### src/rtl/latch_ctrl_pkg.sv
// Shared types and default parameter values for the latch-bank write controller.
package latch_ctrl_pkg;

    localparam int unsigned NUM_LATCH_DEF = 4;
    localparam int unsigned DW_DEF        = 8;
    localparam int unsigned EN_CYCLES_DEF = 2;

    typedef enum logic [1:0] {
        IDLE,
        SETUP,
        PULSE,
        HOLD
    } state_t;

endpackage

### src/rtl/latch_bank_ctrl_rr_arb2.sv
// Two-way round-robin arbiter: masked requesters are ignored, ties go to the
// requester that was not granted last.
module rr_arb2 (
    input  logic [1:0] req,
    input  logic       last_grant,
    input  logic [1:0] mask,
    output logic [1:0] grant
);

    logic [1:0] elig;

    always_comb begin
        elig  = req & ~mask;
        grant = '0;
        if (elig == 2'b11) begin
            grant = last_grant ? 2'b01 : 2'b10;
        end else begin
            grant = elig;
        end
    end

endmodule

### src/rtl/latch_bank_ctrl.sv
// Serialises writes from two requesters into a latch bank: set up D, pulse one
// enable for EN_CYCLES clocks, then hold one cycle and acknowledge.
module latch_bank_ctrl
    import latch_ctrl_pkg::*;
#(
    parameter int unsigned NUM_LATCH = NUM_LATCH_DEF,
    parameter int unsigned DW        = DW_DEF,
    parameter int unsigned EN_CYCLES = EN_CYCLES_DEF,
    localparam int unsigned AW       = $clog2(NUM_LATCH)
) (
    input  logic                 clk,
    input  logic                 rst_n,
    input  logic                 req0,
    input  logic [AW-1:0]        addr0,
    input  logic [DW-1:0]        data0,
    output logic                 ack0,
    input  logic                 req1,
    input  logic [AW-1:0]        addr1,
    input  logic [DW-1:0]        data1,
    output logic                 ack1,
    output logic [NUM_LATCH-1:0] lat_en,
    output logic [DW-1:0]        lat_d,
    output logic                 busy
);

    localparam int unsigned CW = $clog2(EN_CYCLES + 1);

    state_t          state, state_nxt;
    logic            gid_q;
    logic            last_q;
    logic            just_acked_q;
    logic [AW-1:0]   addr_q;
    logic [DW-1:0]   data_q;
    logic [CW-1:0]   cnt_q;
    logic [1:0]      mask;
    logic [1:0]      grant;

    // Requester acked in the previous cycle sits out exactly one IDLE cycle.
    assign mask = just_acked_q ? (gid_q ? 2'b10 : 2'b01) : 2'b00;

    rr_arb2 u_arb (
        .req        ({req1, req0}),
        .last_grant (last_q),
        .mask       (mask),
        .grant      (grant)
    );

    always_ff @(posedge clk or negedge rst_n) begin
        if (!rst_n) begin
            state <= IDLE;
        end else begin
            state <= state_nxt;
        end
    end

    always_comb begin
        state_nxt = state;
        lat_en    = '0;
        ack0      = 1'b0;
        ack1      = 1'b0;
        busy      = (state != IDLE);
        unique case (state)
            IDLE:  if (|grant) state_nxt = SETUP;
            SETUP: state_nxt = PULSE;
            PULSE: begin
                lat_en[addr_q] = 1'b1;
                if (cnt_q == CW'(EN_CYCLES - 1)) state_nxt = HOLD;
            end
            HOLD: begin
                ack0      = ~gid_q;
                ack1      = gid_q;
                state_nxt = IDLE;
            end
            default: state_nxt = IDLE;
        endcase
    end

    always_ff @(posedge clk or negedge rst_n) begin
        if (!rst_n) begin
            gid_q        <= 1'b0;
            last_q       <= 1'b1;
            just_acked_q <= 1'b0;
            addr_q       <= '0;
            data_q       <= '0;
            cnt_q        <= '0;
        end else begin
            just_acked_q <= (state == HOLD);
            if (state == IDLE && |grant) begin
                gid_q  <= grant[1];
                last_q <= grant[1];
                addr_q <= grant[1] ? addr1 : addr0;
                data_q <= grant[1] ? data1 : data0;
            end
            if (state == PULSE) begin
                cnt_q <= cnt_q + CW'(1);
            end else begin
                cnt_q <= '0;
            end
        end
    end

    assign lat_d = data_q;

endmodule
### config.mk
export PLATFORM = sky130hd
export DESIGN_NAME = latch_bank_ctrl
export DESIGN_NICKNAME = d
export VERILOG_FILES = /design/src/rtl/latch_ctrl_pkg.sv /design/src/rtl/latch_bank_ctrl_rr_arb2.sv /design/src/rtl/latch_bank_ctrl.sv
export SDC_FILE = /design/constraint.sdc
export NUM_CORES = 1
export LEC_CHECK = 0
export BUFFER_PORTS_ARGS = -buffer_cell sky130_fd_sc_hd__clkbuf_2
export CAP_MARGIN = 20
export CORE_MARGIN = 1
export CORE_UTILIZATION = 50
export CTS_CLUSTER_SIZE = 12
export DETAILED_ROUTE_END_ITERATION = 7
export HOLD_SLACK_MARGIN = 0.06
export PLACE_DENSITY = 0.91
export SLEW_MARGIN = 30
export SYNTH_ARGS = -nofsm -noshare
export SYNTH_HDL_FRONTEND = slang
export SYNTH_SLANG_ARGS = --single-unit
export TNS_END_PERCENT = 30
### constraint.sdc
create_clock -name clk -period 2.3 [get_ports clk]
set_input_delay 0.23 -clock clk [delete_from_list [all_inputs] [get_ports clk]]
set_output_delay 0.23 -clock clk [all_outputs]
set_load 0.01 [all_outputs]
# Word level (Yosys, flattened, before mapping)
# Index checks and enable logic that the tools add are counted.
# op_classes
n_addsub	1
n_lt_le_gt_ge	2
eq_ne	7
mux	15
n_bitwise	3
n_reduce_logical	6
# ops
cell	n
$mux W2	8
$mux W8	1
$pmux W2 S4	1
$eq A2 B2 Y1 const B	3
$eq A2 B1 Y1 const B	2
$mux W4	1
$lt A2 B3 Y1 const B	1
$mux W1	3
$add A2 B1 Y2 const B	1
$and A2 B2 Y2	1
$demux W1 S2	1
$ge A2 B1 Y1 const B	1
$logic_and A1 B1 Y1	2
$logic_not A2 Y1	1
$ne A2 B1 Y1 const B	1
$ne A2 B2 Y1 const B	1
$not A2 Y2	1
$reduce_and A2 Y1	1
$reduce_bool A2 Y1	1
$reduce_or A2 Y1	1
$not A1 Y1	1
# word_totals
register_bits	17
out_inout_bits	15
wordCells	41

# Logic depth before layout (Yosys ltp)
# Gate-level depths: netlist of the first run.
# depth
word_depth	9
ltp_mapped	7

# By module
# From an unflattened synthesis of the first run, not the netlist that was laid out.
# hier_totals
cells_unflattened	84
hier_area_um2	893.4
# modules_own_cells
mod	n_inst	cells_per_inst	area_per_inst_um2	seq_area_each_um2
latch_bank_ctrl	1	80	860.8	426.7
rr_arb2	1	4	32.5	0.0

# Worst setup path before layout of the first run
# No wires, ideal clock.
# synth_timing
kind	register to register
from	register last_q
to	register addr_q[0]
t_arrival_ps	1422
t_required_ps	2177
slack_ps	755
path_stages_with_launch	6
path_buffers	1
path_cell_list	dfstp_2 nand2_1 o211ai_1 buf_2 mux2i_1 a21oi_2
# synth_via
elab_chain_len	4
elab_cells_between_ends	5
classes_between	mux: 3; reduce/logical: 2
# synth_rtl
element	line	text
from (decl)	latch_bank_ctrl.sv:30	logic last_q;
from (signal assigned)	latch_bank_ctrl.sv:90	last_q <= grant[1];
$mux W2 (*)	latch_bank_ctrl_rr_arb2.sv:16	grant = last_grant ? 2'b01 : 2'b10;
$mux W2 (*)	latch_bank_ctrl_rr_arb2.sv:15	if (elig == 2'b11) begin
$reduce_or A2 Y1	latch_bank_ctrl.sv:88	if (state == IDLE && |grant) begin
$logic_and A1 B1 Y1	latch_bank_ctrl.sv:88	
to (signal assigned)	latch_bank_ctrl.sv:91	addr_q <= grant[1] ? addr1 : addr0;
to (decl)	latch_bank_ctrl.sv:32	logic [AW-1:0] addr_q;
# Every way passes the cells marked *; elsewhere a longest branch is shown, timed or not.
# A chain may end at the register's enable or synchronous reset.

# Worst setup path after layout of the first run
# layout_timing
from	register state[0]
to	output lat_en[0]
# layout_via
elab_chain_len	2
# layout_rtl
element	line	text
from (decl)	latch_bank_ctrl.sv:28	state_t state, state_nxt;
from (signal assigned)	latch_bank_ctrl.sv:52	state <= state_nxt;
$eq A2 B2 Y1	latch_bank_ctrl.sv:62	unique case (state)
$mux W4	latch_bank_ctrl.sv:62	
to (decl)	latch_bank_ctrl.sv:21	output logic [NUM_LATCH-1:0] lat_en,
# Every way passes these cells.

==> results of run 1 <==
-- power breakdown --
part / total [W] / switching [W] / internal (W)
clock: 0.000160 / 0.0000954 / 0.0000645
combinational: 0.000780 / 0.000424 / 0.000356
sequential: 0.000559 / 0.000107 / 0.000452
total: 0.00150 / 0.000626 / 0.000872
-- cells by family (layout without fill, tap and decap cells) --
kind of cell               after synthesis  after routing  share of synthesized area (%)
adders and majority gates                5              5                           6.71
DFF                                     17             17                           45.8
muxes                                   14             14                           15.2
buffers and inverters                   10             52                           5.37
AOI/OAI and AO/OA                       15             15                           14.8
and+or+nand+nor                         24             24                           12.2
-- worst max-delay path, cell delays in order (launching register included) --
cell,delay (ns)
dfrtp_1,0.41
inv_1,0.12
ha_1,0.30
nor3b_1,0.21
clkbuf_2,0.17
-- per-stage QoR --
step	setup slack (ns)	area, um^2	util (%)
floorplan	0.755	932	-
finish	0.574	1190	68.2
CTS	0.566	1190	68.2
detailed placement	0.679	1150	66.0
global route	0.439	1190	68.2
global placement	0.767	1150	66.0
-- Yosys cell counts (all sizes together) --
master,count,share of area [%]
dfrtp,16,43
mux2i,13,14
nor2,13,5.2
a21oi,11,9.9
inv,7,2.8
ha,5,6.7
buf,3,2.6
nand2,3,1.2
nor2b,3,2.0
and3,2,1.3
a211oi,1,1.3
a221oi,1,1.6
and2,1,0.67
and3b,1,0.94
dfstp,1,2.8
mux2,1,1.2
nor3b,1,0.81
o211ai,1,0.81
o32a,1,1.1
-- final cells by class --
class	instances	area share [%]
multi-input cells	58	38.9
flip-flops and latches	17	35.9
repair buffers	41	18.1
well taps	25	2.63
inverters	7	2.21
clock buffers	3	1.89
clock inverters	1	0.421
-- path summary, 6_finish.rpt --
| check | startpoint | endpoint | slack (ns) | cells past startpoint |
|---|---|---|---|---|
| min in group asynchronous | rst_n | cnt_q[0] | 0.40 | 2 |
| worst max-delay path | state[0] | lat_en[0] | 0.57 | 4 |
| worst max register to register | state[0] | last_q | 0.62 | 6 |
| worst min-delay path | data1[0] | lat_d[0] | 0.24 | 3 |
| worst min register to register | cnt_q[0] | cnt_q[0] | 0.45 | 1 |
| max in group asynchronous | rst_n | last_q | 1.56 | 2 |
-- routing by layer --
| layer | vias up | part of all wire (%) |
|---|---|---|
| li1 | 369 | - |
| met1 | 362 | 40 |
| met2 | 28 | 55 |
| met3 | 0 | 5.6 |
| met4 | 0 | 0 |
| met5 | - | 0 |
-- repair_timing --
item	4_1_cts	5_1_grt
setup endpoints to repair	0	0
hold buffers	1	0
hold endpoints to repair	16	0
-- sequential cells by signal, summed over array words and instances, names as in the netlist --
signal        cells
addr_q            2
cnt_q             2
gid_q             1
just_acked_q      1
last_q            1
lat_d             8
state             2
-- cells in the final DEF (no fill, tap or decap), drive strengths merged --
cell	Yosys	routed
nand2	3	3
mux2i	13	13
mux2	1	1
nor2	13	13
dfrtp	16	16
ha	5	5
nor3b	1	1
a211oi	1	1
and2	1	1
and3b	1	1
inv	7	7
clkinv	0	1
and3	2	2
o211ai	1	1
a21oi	11	11
o32a	1	1
dlygate4sd3	0	1
a221oi	1	1
clkbuf	0	41
nor2b	3	3
buf	3	2
dfstp	1	1
==> metrics.md, run 1 <==
| Metric | Value |
|---|---|
| First drt pass iteration count | `4` |
| Via count | `759` |
| WS Path Type | `flip-flop to output port` |
| Power Dens Cells | `1260 nW/um^2` |
| Final Cycle Share | `75.0%` |
| Die area | `2040 um^2` |
| Busiest grt layer | `met2` |
| Row cnt | `15` |
| Final setup viols | `0` |
| Clk slew on worst S/H paths | `0.11 ns` |
| Setup bufs post-CTS | `0` |
| CTS resizes | `0` |
| Post-layout nets | `157` |
| Die Span X | `45.2 um` |
| Startpoint type of the worst setup path | `flip-flop` |
| Wirelength per Cell | `12.3 um` |
| I/O Buffers | `38` |
| GP Congestion | `0.759` |
| Total power | `0.00150 W` |
| Post-synthesis sequential area ratio | `45.8%` |
| GRT met1 Usage | `22.1%` |
| Max cap viols | `0` |
| Crit path required time | `2.07 ns` |
| CTS tree | `built` |
| First-pass GRT wire length | `2970 um` |
| Worst vdd ir | `0.000831 V` |
| Multi-input gate area | `463 um^2` |
| Remaining global-route overflow | `0` |
| FF+latch count, synth | `17` |
| Core area | `1750 um^2` |
| DRC violations left | `0` |
| Fillers | `143` |
| CTS root buf | `clkbuf_4` |
| Worst hold margin | `0.239 ns` |
| CTS max path bufs | `2` |
| Final max-slew violation count | `0` |
| CP endpoint kind | `output port` |
| Routed Antenna Nets | `0` |
| GR Layer Usage met3 | `3.60%` |
| Critical path arrival | `1.50 ns` |
| Largest net degree at the start of global routing | `23` |
| Tightest Pin Transition | `0.405 ns` |
| Outcome | `completed` |
| Relative slew slack | `72.3%` |
| Vias per inst | `4.99` |
| Synth Area per Inst | `11.0 um^2` |
| Synth cell types | `22` |
| Post-Syn Area | `932 um^2` |
| Clk_lat worst skew | `0.29 ns` |
| Total CTS buffers | `3` |
| Post-route insts no fill | `152` |
| CTS Sinks | `17` |
| I/O pin total | `39` |
| Dpl cells | `147` |
| Worst Skew | `0.00910 ns` |
| Syn Inst Count | `85` |
| Initial antenna violation count | `0` |
| Drt total wl | `1870 um` |
| H-tree depth | `1` |
| Top achievable clock speed | `579 MHz` |
| Final setup TNS | `0 ns` |
| Post-DP HPWL | `1450 um` |
| Layout cells sized above 1 | `45.7%` |
| P&R area growth vs syn | `27.7%` |
| N_diodes | `0` |
| RSZ-0062 raised after global routing | `false` |
| First DRT Iteration DRCs | `7` |
| Net Count, Synth | `114` |
| Max FO, Critical Path | `8` |
| Yosys Warn Count | `0` |
| Die height | `45.2 um` |
| Register area | `427 um^2` |
| M2 GR Usage | `39.7%` |
| Initial Util | `53.4%` |
| Final min period | `1.73 ns` |
| Hold Vio Cnt, Final | `0` |
| Number of global-route vias before repair | `734` |
| Total Routing Usage GR | `20.1%` |
| P_leak | `0.619 nW` |
| Min-Delay Path Class | `input pin to flip-flop` |
Note: power is estimated with default switching activity, not from simulation.
==> inputs of run 2 (changes only) <==
- ABC_AREA: not set -> 1
- CORE_UTILIZATION: 50 -> 43
- PLACE_DENSITY: 0.91 -> 0.82
- clock period: 2.3 -> 1.52 ns (I/O delays scaled with it)
==> run 2 against run 1 <==
Core utilization is 9.9 points lower. Die area is 27% higher. Largest power group unchanged. Global-route usage is 1.2 points lower. Sequential share of layout area is 3.1 points lower. Sequential power is 48% higher. Clock skew is 0.0039 ns lower. Critical path type unchanged.
==> metrics.md, run 2 <==
| Metric | Value |
|---|---|
| Min-Delay Path Class | `input pin to flip-flop (unchanged)` |
| H-tree depth | `1 (unchanged)` |
| RSZ-0062 raised after global routing | `true (was false)` |
| Wirelength per Cell | `10.4 um (was 12.3 um)` |
| N_diodes | `0 (unchanged)` |
| Final min period | `1.49 ns` |
| CTS root buf | `clkbuf_4 (unchanged)` |
| Remaining global-route overflow | `0 (unchanged)` |
| I/O pin total | `39 (unchanged)` |
| Synth Flop Type | `dfrtp_1 (unchanged)` |
| I/O Buffers | `38 (unchanged)` |
| Max FO, Critical Path | `7 (was 8)` |
| Power Dens Cells | `1740 nW/um^2 (was 1260 nW/um^2)` |
| Post-Syn Area | `1030 um^2 (was 932 um^2)` |
| Critical path arrival | `1.34 ns (was 1.50 ns)` |
| List of most frequent post-synthesis cells | `nand2_1 (40), inv_1 (31), nand3_1 (18) (was dfrtp_1 (16), mux2i_1 (13), nor2_1 (13))` |
| Final core utilization | `58.3% (was 68.2%)` |
| Total Routing Usage GR | `18.9% (was 20.1%)` |
| Top cells by area, synth | `dfrtp_1 (39%), nand2_1 (15%), inv_1 (11%) (was dfrtp_1 (43%), mux2i_1 (14%), a21oi_2 (9.4%))` |
| Clk slew on worst S/H paths | `0.11 ns (about the same)` |
| Startpoint type of the worst setup path | `flip-flop (unchanged)` |
| Number of synthesized flops with an enable pin | `0 (unchanged)` |
| Most common cell after layout, fill and taps aside | `nand2_1 (was clkbuf_2)` |
| Post-synthesis sequential area ratio | `41.4% (was 45.8%)` |
| Synth cell types | `17 (was 22)` |
| First drt pass iteration count | `4 (unchanged)` |
| Syn Inst Count | `138 (was 85)` |
| Crit path required time | `1.37 ns (was 2.07 ns)` |
| Commonest non-fill, non-tap cells in the layout | `nand2_1 (40), clkbuf_2 (34), inv_1 (29), nand3_1 (18), dfrtp_1 (16) (was clkbuf_2 (38), dfrtp_1 (16), nor2_1 (13), mux2i_1 (13), a21oi_2 (10))` |
| Count leader, synth | `nand2_1 (was dfrtp_1)` |
| Number of global-route vias before repair | `857 (was 734)` |
| WS Path Type | `flip-flop to output port (unchanged)` |
| Final Cycle Share | `98.1%` |
| Layout cells sized above 1 | `36.1% (was 45.7%)` |
| Vias per inst | `4.62 (was 4.99)` |
| FF+latch count, synth | `17 (unchanged)` |
| P&R area growth vs syn | `26.5% (was 27.7%)` |
| Post-DP HPWL | `1680 um (was 1450 um)` |
| CTS Sinks | `17 (unchanged)` |
| Max FFs per register | `8 (unchanged)` |
| Outcome | `completed (unchanged)` |
| Largest net degree at the start of global routing | `18 (was 23)` |
| Worst hold margin | `0.146 ns (was 0.239 ns)` |
| Row cnt | `17 (was 15)` |
| Via count | `960 (was 759)` |
| Tightest Pin Transition | `0.437 ns (was 0.405 ns)` |
| Routed Antenna Nets | `0 (unchanged)` |
| Initial antenna violation count | `0 (unchanged)` |
| Finished Cell Area | `1300 um^2 (was 1190 um^2)` |
| Initial Util | `46.1% (was 53.4%)` |
| Yosys Warn Count | `0 (unchanged)` |
| Placed cell area | `1240 um^2 (was 1150 um^2)` |
| Relative slew slack | `70.9% (was 72.3%)` |
| Synth Area per Inst | `7.46 um^2 (was 11.0 um^2)` |
| Post-layout nets | `210 (was 157)` |
| CP endpoint kind | `output port (unchanged)` |
| Die height | `50.9 um (was 45.2 um)` |
| CTS tree | `built (unchanged)` |
| Clk_lat worst skew | `0.29 ns (about the same)` |
| Die area | `2590 um^2 (was 2040 um^2)` |
| Final setup viols | `0 (unchanged)` |
| Max cap viols | `0 (unchanged)` |
| Worst Skew | `0.00516 ns (was 0.00910 ns)` |
| Drt total wl | `2170 um (was 1870 um)` |
| Worst vdd ir | `0.000849 V (was 0.000831 V)` |
| DRC violations left | `0 (unchanged)` |
| P_leak | `0.804 nW (was 0.619 nW)` |
| Ys async rst share | `100% (unchanged)` |
| CTS max path bufs | `2 (unchanged)` |
| First DRT Iteration DRCs | `6 (was 7)` |
| Die Span X | `50.9 um (was 45.2 um)` |
| Net Count, Synth | `167 (was 114)` |
| GP Congestion | `0.703 (was 0.759)` |
| Hold Vio Cnt, Final | `0 (unchanged)` |
| Post-synth top area cell | `dfrtp_1 (unchanged)` |
| Core area | `2230 um^2 (was 1750 um^2)` |
| First-pass GRT wire length | `3620 um (was 2970 um)` |
| Final max-slew violation count | `0 (unchanged)` |
| Total CTS buffers | `3 (unchanged)` |
| Synth top area share | `38.9% (was 43.0%)` |
| Top achievable clock speed | `670 MHz` |
run 2: logic make-up after synthesis:
kind of cell    share of synthesized area, %
flops                                   41.4
buf+inv                                 15.9
simple gates                            34.0
compound gates                          2.55
fa+ha+maj                               6.08
run 2: where the power goes:
part | total (W) | internal, W | switching [W]
clock network | 0.000248 | 0.0000979 | 0.000150
logic | 0.00119 | 0.000471 | 0.000719
registers | 0.000830 | 0.000681 | 0.000149
total | 0.00227 | 0.00125 | 0.00102
run 2: worst paths after layout:
kind                             end  startpoint  slack, ns  cells after the start
setup / recovery           lat_en[1]    state[0]       0.03                      5
hold / removal              lat_d[3]    data0[3]       0.15                      5
setup reg to reg               gid_q    state[1]       0.14                      7
hold reg to reg             cnt_q[0]    cnt_q[0]       0.44                      1
max in group asynchronous     last_q       rst_n       0.87                      2
min in group asynchronous   state[1]       rst_n       0.31                      2
run 2: timing repair:
item	CTS	global route
endpoints found under the hold margin	16	0
hold buffers	1	0
setup buffers	1	0
setup endpoints to repair	4	5
resized for setup	5	6
pin swaps	0	1
run 2: layout make-up:
class,instances,area (um^2)
clock inverter,1,5.00
multi-input combinational,83,457
clock buffer,3,22.5
sequential,17,427
tap,28,35.0
inverter,33,126
timing repair buffer,43,230
fill,221,931
run 2: through the flow:
step	power, W	cells	setup slack [ns]	TNS, ns
3_3_place_gp	0.00190	202	0.205	0
2_1_floorplan	0.00163	138	0.247	0
6_report	0.00227	208	0.0283	0
5_1_grt	0.00250	208	-0.0506	-0.137
3_5_place_dp	0.00197	202	0.125	0
4_1_cts	0.00228	208	0.0123	0
run 2: layer usage:
metal,up-vias,share of wire [%],track usage (%)
li1,493,-,-
met1,429,44,25.2
met2,33,49,29.2
met3,5,5.5,2.98
met4,0,1.8,10.2
met5,-,0,0
run 2: critical path, cell delays in order (launching register included):
cell	delay, ns
dfrtp_1	0.41
inv_2	0.08
ha_2	0.21
inv_4	0.06
nor3_2	0.14
buf_2	0.15
